$ cat config.mk
export PLATFORM = sky130hd
export DESIGN_NAME = i2s_rx_flat
export DESIGN_NICKNAME = d
export VERILOG_FILES = /design/src/rtl/i2s_pkg.sv /design/src/rtl/i2s_rx_if.sv /design/src/rtl/i2s_slot_deser.sv /design/src/rtl/i2s_rx.sv /design/src/flat_wrapper.sv
export SDC_FILE = /design/constraint.sdc
export NUM_CORES = 1
export LEC_CHECK = 0
export CORE_ASPECT_RATIO = 1.4
export CORE_MARGIN = 2
export CORE_UTILIZATION = 55
export CTS_BUF_LIST = sky130_fd_sc_hd__clkbuf_2 sky130_fd_sc_hd__clkbuf_4 sky130_fd_sc_hd__clkbuf_8
export DETAILED_ROUTE_END_ITERATION = 6
export PLACE_DENSITY = 0.8
export SYNTH_ARGS = -nofsm -noshare
export SYNTH_HDL_FRONTEND = slang
export SYNTH_SLANG_ARGS = --single-unit
export TNS_END_PERCENT = 100
$ cat constraint.sdc
create_clock -name clk -period 5.09 [get_ports clk]
set_input_delay 1.018 -clock clk [delete_from_list [all_inputs] [get_ports clk]]
set_output_delay 1.018 -clock clk [all_outputs]
set_load 0.005 [all_outputs]
$ cat src/rtl/i2s_pkg.sv
// i2s_pkg: shared I2S constants and stereo frame type
package i2s_pkg;
  localparam int I2S_WORD_W = 32;
  localparam int I2S_DATA_W = 24;
  localparam logic LR_LEFT = 1'b0;
  localparam logic LR_RIGHT = 1'b1;
  typedef struct packed {
    logic [I2S_WORD_W-1:0] left;
    logic [I2S_WORD_W-1:0] right;
  } stereo_frame_t;
endpackage

$ cat src/rtl/i2s_rx_if.sv
// i2s_rx_if: serial inputs and stereo frame valid/ready bus of the I2S receiver
interface i2s_rx_if #(parameter int OUT_W = 32) ();
  logic lr_clk;
  logic sd;
  logic frame_ready;
  logic frame_valid;
  logic [OUT_W-1:0] left_data;
  logic [OUT_W-1:0] right_data;
  logic slot_err;
  logic overrun;
  modport master (
    input lr_clk, sd, frame_ready,
    output frame_valid, left_data, right_data, slot_err, overrun
  );
  modport slave (
    output lr_clk, sd, frame_ready,
    input frame_valid, left_data, right_data, slot_err, overrun
  );
endinterface

$ cat src/rtl/i2s_slot_deser.sv
// i2s_slot_deser: tracks word select, counts slot bits and shifts in MSB-first data
module i2s_slot_deser #(
  parameter int WORD_W = 32,
  parameter int DATA_W = 24
) (
  input  logic              clk,
  input  logic              rst,
  input  logic              lr_clk,
  input  logic              sd,
  output logic              slot_done,
  output logic              len_ok,
  output logic              chan,
  output logic [DATA_W-1:0] word
);
  localparam int CW = $clog2(WORD_W + 2);
  localparam logic [CW-1:0] LEN_C = CW'(WORD_W - 1);
  localparam logic [CW-1:0] MAX_C = CW'(WORD_W + 1);
  localparam logic [CW-1:0] DW_C = CW'(DATA_W);
  logic              lr_q;
  logic [CW-1:0]     bit_cnt;
  logic [DATA_W-1:0] shift;
  assign slot_done = lr_clk != lr_q;
  assign len_ok = bit_cnt == LEN_C;
  assign chan = lr_q;
  // the slot's final bit arrives on the transition edge and only counts as data when every slot bit is data
  assign word = (DATA_W == WORD_W) ? {shift[DATA_W-2:0], sd} : shift;
  // word-select tracking, saturating bit counter and data shifter
  always_ff @(posedge clk or posedge rst) begin
    if (rst) begin
      lr_q <= 1'b0;
      bit_cnt <= '0;
      shift <= '0;
    end else begin
      lr_q <= lr_clk;
      if (slot_done) begin
        bit_cnt <= '0;
        shift <= '0;
      end else begin
        if (bit_cnt < DW_C) shift <= {shift[DATA_W-2:0], sd};
        if (bit_cnt != MAX_C) bit_cnt <= bit_cnt + 1'b1;
      end
    end
  end
endmodule

$ cat src/rtl/i2s_rx.sv
// i2s_rx: I2S receiver assembling left/right slots into stereo frames; I2S_RX_SIGN_EXT_EN sign-extends samples
module i2s_rx import i2s_pkg::*; #(
  parameter int WORD_W = I2S_WORD_W,
  parameter int DATA_W = I2S_DATA_W,
  parameter int OUT_W = 32
) (
  input logic      clk,
  input logic      rst,
  i2s_rx_if.master bus
);
  logic              slot_done, len_ok, chan, synced, left_pend, frame_done, slot_good;
  logic [DATA_W-1:0] word, left_hold;
  i2s_slot_deser #(.WORD_W(WORD_W), .DATA_W(DATA_W)) u_deser (
    .clk(clk),
    .rst(rst),
    .lr_clk(bus.lr_clk),
    .sd(bus.sd),
    .slot_done(slot_done),
    .len_ok(len_ok),
    .chan(chan),
    .word(word)
  );
  function automatic logic [OUT_W-1:0] fmt(input logic [DATA_W-1:0] w);
`ifdef I2S_RX_SIGN_EXT_EN
    return OUT_W'($signed(w));
`else
    return OUT_W'(w);
`endif
  endfunction
  assign slot_good = slot_done & synced & len_ok;
  assign frame_done = slot_good & (chan == LR_RIGHT) & left_pend;
  // sync, left-word pairing, output register and valid/ready handshake
  always_ff @(posedge clk or posedge rst) begin
    if (rst) begin
      synced <= 1'b0;
      left_pend <= 1'b0;
      left_hold <= '0;
      bus.frame_valid <= 1'b0;
      bus.left_data <= '0;
      bus.right_data <= '0;
      bus.slot_err <= 1'b0;
      bus.overrun <= 1'b0;
    end else begin
      bus.slot_err <= slot_done & synced & ~len_ok;
      if (slot_done) synced <= 1'b1;
      if (slot_done & synced) left_pend <= len_ok & (chan == LR_LEFT);
      if (slot_good & (chan == LR_LEFT)) left_hold <= word;
      if (frame_done & (~bus.frame_valid | bus.frame_ready)) begin
        bus.left_data <= fmt(left_hold);
        bus.right_data <= fmt(word);
        bus.frame_valid <= 1'b1;
      end else if (frame_done) begin
        bus.overrun <= 1'b1;
      end else if (bus.frame_ready) begin
        bus.frame_valid <= 1'b0;
      end
    end
  end
endmodule
$ cat src/flat_wrapper.sv
// flat-port wrapper written by rule: the top's interface ports become plain ports
module i2s_rx_flat import i2s_pkg::*;
#(
  parameter int WORD_W = I2S_WORD_W,
  parameter int DATA_W = I2S_DATA_W,
  parameter int OUT_W = 32
)
  (clk, rst, bus_lr_clk, bus_sd, bus_frame_ready, bus_frame_valid, bus_left_data, bus_right_data, bus_slot_err, bus_overrun);
  i2s_rx_if #(.OUT_W(OUT_W)) bus_i ();
  input logic clk;
  input logic rst;
  input wire logic [$bits(bus_i.lr_clk)-1:0] bus_lr_clk;
  input wire logic [$bits(bus_i.sd)-1:0] bus_sd;
  input wire logic [$bits(bus_i.frame_ready)-1:0] bus_frame_ready;
  output wire logic [$bits(bus_i.frame_valid)-1:0] bus_frame_valid;
  output wire logic [$bits(bus_i.left_data)-1:0] bus_left_data;
  output wire logic [$bits(bus_i.right_data)-1:0] bus_right_data;
  output wire logic [$bits(bus_i.slot_err)-1:0] bus_slot_err;
  output wire logic [$bits(bus_i.overrun)-1:0] bus_overrun;
  assign bus_i.lr_clk = bus_lr_clk;
  assign bus_i.sd = bus_sd;
  assign bus_i.frame_ready = bus_frame_ready;
  assign bus_frame_valid = bus_i.frame_valid;
  assign bus_left_data = bus_i.left_data;
  assign bus_right_data = bus_i.right_data;
  assign bus_slot_err = bus_i.slot_err;
  assign bus_overrun = bus_i.overrun;
  i2s_rx #(.WORD_W(WORD_W), .DATA_W(DATA_W), .OUT_W(OUT_W)) u_core (.clk(clk), .rst(rst), .bus(bus_i));
endmodule
[After elaboration in Yosys (flattened, before gate mapping)]
Index checks and enable logic that the tools add are counted.
Operators by class
  $add $sub $neg: 1
  order comparisons: 1
  equality and inequality tests: 4
  mux-type cells: 7
  bitwise gates (word level): 13
  reductions and logical operators: 5
Operators with widths (count)
  24-bit 2-to-1 mux: 2
  6-bit 2-to-1 mux: 2
  1-bit bitwise AND: 8
  6-bit by 1-bit adder with 6-bit output (second input constant): 1
  6-bit by 5-bit == test with 1-bit output (second input constant): 1
  6-bit by 5-bit less-than comparator with 1-bit output (second input constant): 1
  6-bit != test (second input constant): 1
  2-bit nonzero test: 3
  1-bit NOT: 4
  2-bit AND reduction: 2
  1-bit 2-to-1 mux: 3
  2-bit != test (second input constant): 1
  1-bit != test: 1
  1-bit OR: 1
Storage, ports and cells
  flip-flop bits (word level): 108
  input bits: 5
  output and inout bits: 67
  logic and storage cells: 42

[Depth between registers and ports, before layout]
  depth after elaboration: 8
  gate-level depth with buffers: 6
  mapped depth without buffers: 5

[By module]
From an unflattened synthesis, not the netlist that was laid out.
Unflattened totals
  cell total of the unflattened synthesis: 278
  area total of the unflattened synthesis: 4367.9 um^2
Modules (own cells, without submodules)
  i2s_rx: instances 1, cells an instance 188, area each 3119.2 um^2, sequential area each 1926.8 um^2
  i2s_slot_deser: instances 1, cells an instance 90, area each 1248.7 um^2, sequential area each 775.7 um^2

[Worst setup path after synthesis]
No wires, ideal clock.
  path type: input -> register
  start point: input bus_lr_clk
  end point: register u_core.bus.left_data[0]
  library setup time: 0.127 ns
  arrival time: 2.041 ns
  setup slack: 2.922 ns
  cell stages on the path: 5
  path buffers: 2
  cells stage by stage: nand3b_1 -> nor4_4 -> buf_6 -> buf_6 -> mux2_1
On the way
  cells in the longest elaborated chain, start to end: 6
Ends and longest elaborated chain
  start: declaration: line flat_wrapper.sv:12  | input wire logic [$bits(bus_i.lr_clk)-1:0] bus_lr_clk;
  1-bit != test: line i2s_slot_deser.sv:22  | assign slot_done = lr_clk != lr_q;
  1-bit bitwise AND (2 in series): line i2s_rx.sv:30  | assign slot_good = slot_done & synced & len_ok;
  1-bit bitwise AND (2 in series): line i2s_rx.sv:31  | assign frame_done = slot_good & (chan == LR_RIGHT) & left_pend;
  1-bit bitwise AND: line i2s_rx.sv:48  | if (frame_done & (~bus.frame_valid | bus.frame_ready)) begin
  end signal: assignment: line i2s_rx.sv:49  | bus.left_data <= fmt(left_hold);
  end: declaration: line i2s_rx_if.sv:13  | output frame_valid, left_data, right_data, slot_err, overrun
No other way between the ends.
A chain may end at the register's enable or synchronous reset.

[Worst setup path after layout]
  start point: input bus_lr_clk
  end point: register u_core.left_hold[12]
On the way
  cells in the longest elaborated chain, start to end: 4
Ends and longest elaborated chain
  1-bit != test: line i2s_slot_deser.sv:22
  1-bit bitwise AND (2 in series): line i2s_rx.sv:30
  1-bit bitwise AND: line i2s_rx.sv:47  | if (slot_good & (chan == LR_LEFT)) left_hold <= word;
  end signal: assignment: line i2s_rx.sv:47
  end: declaration: line i2s_rx.sv:12  | logic [DATA_W-1:0] word, left_hold;
No other way between the ends.

==> metrics.yaml <==
clock_latency_ns: 0.35
power_density_nw_per_um2: 285
drtIter0Drc: 96
yosys-top-cells-count: "108 x dfrtp_1, 51 x mux2_2, 24 x a22o_1, 21 x mux2_1, 20 x buf_4"
drt-total-wl_mm: 7.25
slew_headroom: 0.328
syn_area_um2: 4270
synthCells: 277
setup_tns_ns: 0
io_buffers: 55
syn_avg_cell_area_um2: 15.4
synth_edf_count: 0
setup_viol_count_final: 0
core-area_um2: 7650
r2r_cells: 5
pre_cts_slack_ns: 1.71
yosys-top-cells-area: "dfrtp_1 63%, mux2_2 13%, mux2_1 5.5%, a22o_1 4.9%, buf_4 3.5%"
leakagePower_nw: 2.47
via_count: 2378
fmax_mhz: 334
multi_input_area_um2: 1400
finalHoldViolCount: 0
synth.distinct_cells: 34
track_usage: 0.185
ys_seq_elements: 108
cp_max_fo: 13
hold_class: "reg -> reg"
rows: 38
status: "complete, no violations"
yosysMostFrequentCell: "dfrtp_1"
nFillCells: 575
ctsLongestPathBuffers: 2
grt_max_degree: 81
dieHeight_um: 108
skew_ns: 0.00647
seqCellArea_um2: 2700
drv_slew: 0
num_io_pins: 72
cts_tree: "yes"
ir_drop_mv: 0.206
cts_root_buffer: "clkbuf_8"
antenna_found_initial: 0
maxCapViolations: 0
final_util: 0.655
fin_ws_ns: 2.10
cts_setup_buffers: 0
tightest_slew_ns: 1.00
startpoint_type: "primary input"
ant_nets: 0
finalInstanceArea_um2: 5010
reg2reg_slack_ns: 2.65
vias_per_cell: 5.43
ys_seq_area_frac: 0.633
grt_pass1_vias: 2411
hp-start: "u_core.bus.overrun"
cp.arrival_ns: 3.23
cts.sinks: 108
grt_pass1_wl_mm: 12.1
min_period_ns: 2.99
die_area_um2: 8490
numCtsBuffers: 9
yosys_most_used_dff: "dfrtp_1"
rsz0062_at_grt: "false"
synth_top_area_frac: 0.633
fin_nets: 340
startpoint: "bus_lr_clk"
whs_ns: 0.489
synthArstFlopShare: 1.00
dr.pass1.iters: 4
initial_utilization: 0.557
placed_cell_area_um2: 4820
cts_resized: 0
die_w_um: 78.4
synthToLayoutAreaGrowth_pct: 17.5
crit_end: "u_core.left_hold[12]"
drive_gt1_frac: 0.237
cts_hold_buf: 0
reg2reg_from: "u_core.u_deser.bit_cnt[0]"
worstPathRequired_ns: 5.33
synth.largest_area_cell: "dfrtp_1"
cts_max_level: 3
antenna_cells: 0
yosysWarnings: 0
cp-end-kind: "register"
critPathKind: "in -> reg"
period_share: 0.588
drcViolationCount: 0
cts.clk_slew.worst_paths_ns: 0.09
place_congestion: 0.784
place_hpwl_mm: 4.84
grt_overflow: 0
r2r-end: "u_core.left_hold[12]"
routedWlPerCell_um: 16.5
layout by cell type (no fill, tap or decap), types with 3 or more instances in the layout:
cell / n
conb_1: 16
nor3_1: 4
dfrtp_1: 108
clkbuf_8: 9
buf_4: 4
mux2_1: 21
mux2_2: 51
clkdlybuf4s50_1: 55
clkinv_2: 3
nor2_1: 4
a22o_1: 24
cell families (layout without fill, tap and decap cells):
family	count (synthesis)	after routing	synth area share
AO/OA/AOI/OAI	34	34	0.0660
AND/OR/NAND/NOR	24	24	0.0414
XOR/XNOR	4	4	0.00997
other	1	16	0.000879
multiplexers	72	72	0.190
adder cells (fa/ha/maj)	2	2	0.00586
buffers and inverters	32	78	0.0525
flip-flops	108	108	0.633
worst max-delay path, cell delays in order:
cell             delay, ns
clkdlybuf4s50_1       0.59
inv_1                 0.11
nor4_4                0.79
buf_4                 0.36
mux2_2                0.36
routing by layer:
metal | vias to the layer above | routed length, um | global-route usage
li1 | 1060 | - | -
met1 | 1253 | 3150 | 0.244
met2 | 54 | 3760 | 0.306
met3 | 11 | 219 | 0.0317
met4 | 0 | 122 | 0.0789
met5 | - | 0 | 0
power breakdown:
group	total, mW	switching [mW]	internal, mW
clock	0.503	0.267	0.236
combinational	0.0518	0.0361	0.0157
sequential	0.874	0.00905	0.864
metrics by stage:
stage	instances	power, mW
6_report	438	1.43
5_1_grt	438	1.48
3_3_place_gp	422	0.941
2_1_floorplan	292	0.936
4_1_cts	438	1.44
3_5_place_dp	422	0.943
area by class of cell:
class	instances	share of cell area
timing repair buffer	59	0.116
sequential	108	0.539
clock inverter	5	0.0105
multi-input combinational	152	0.279
tap	100	0.0250
clock buffer	11	0.0277
inverter	3	0.00274
registers in the layout, indices dropped and copies added (netlist names), 6 cells and up:
name / flops
u_core.bus.left_data: 24
u_core.bus.right_data: 24
u_core.u_deser.word: 24
u_core.left_hold: 24
u_core.u_deser.bit_cnt: 6
how the worst min path moves through the flow:
stage	end	slack, ns	cells past startpoint
6_report	u_core.bus.overrun	0.49	1
5_1_grt	u_core.bus.overrun	0.51	1
4_1_cts	u_core.bus.overrun	0.49	1
3_5_place_dp	u_core.bus.overrun	0.47	1
3_3_place_gp	u_core.bus.overrun	0.45	1
2_1_floorplan	u_core.bus.overrun	0.45	1
No activity file was read; power rests on OpenSTA's default activity.
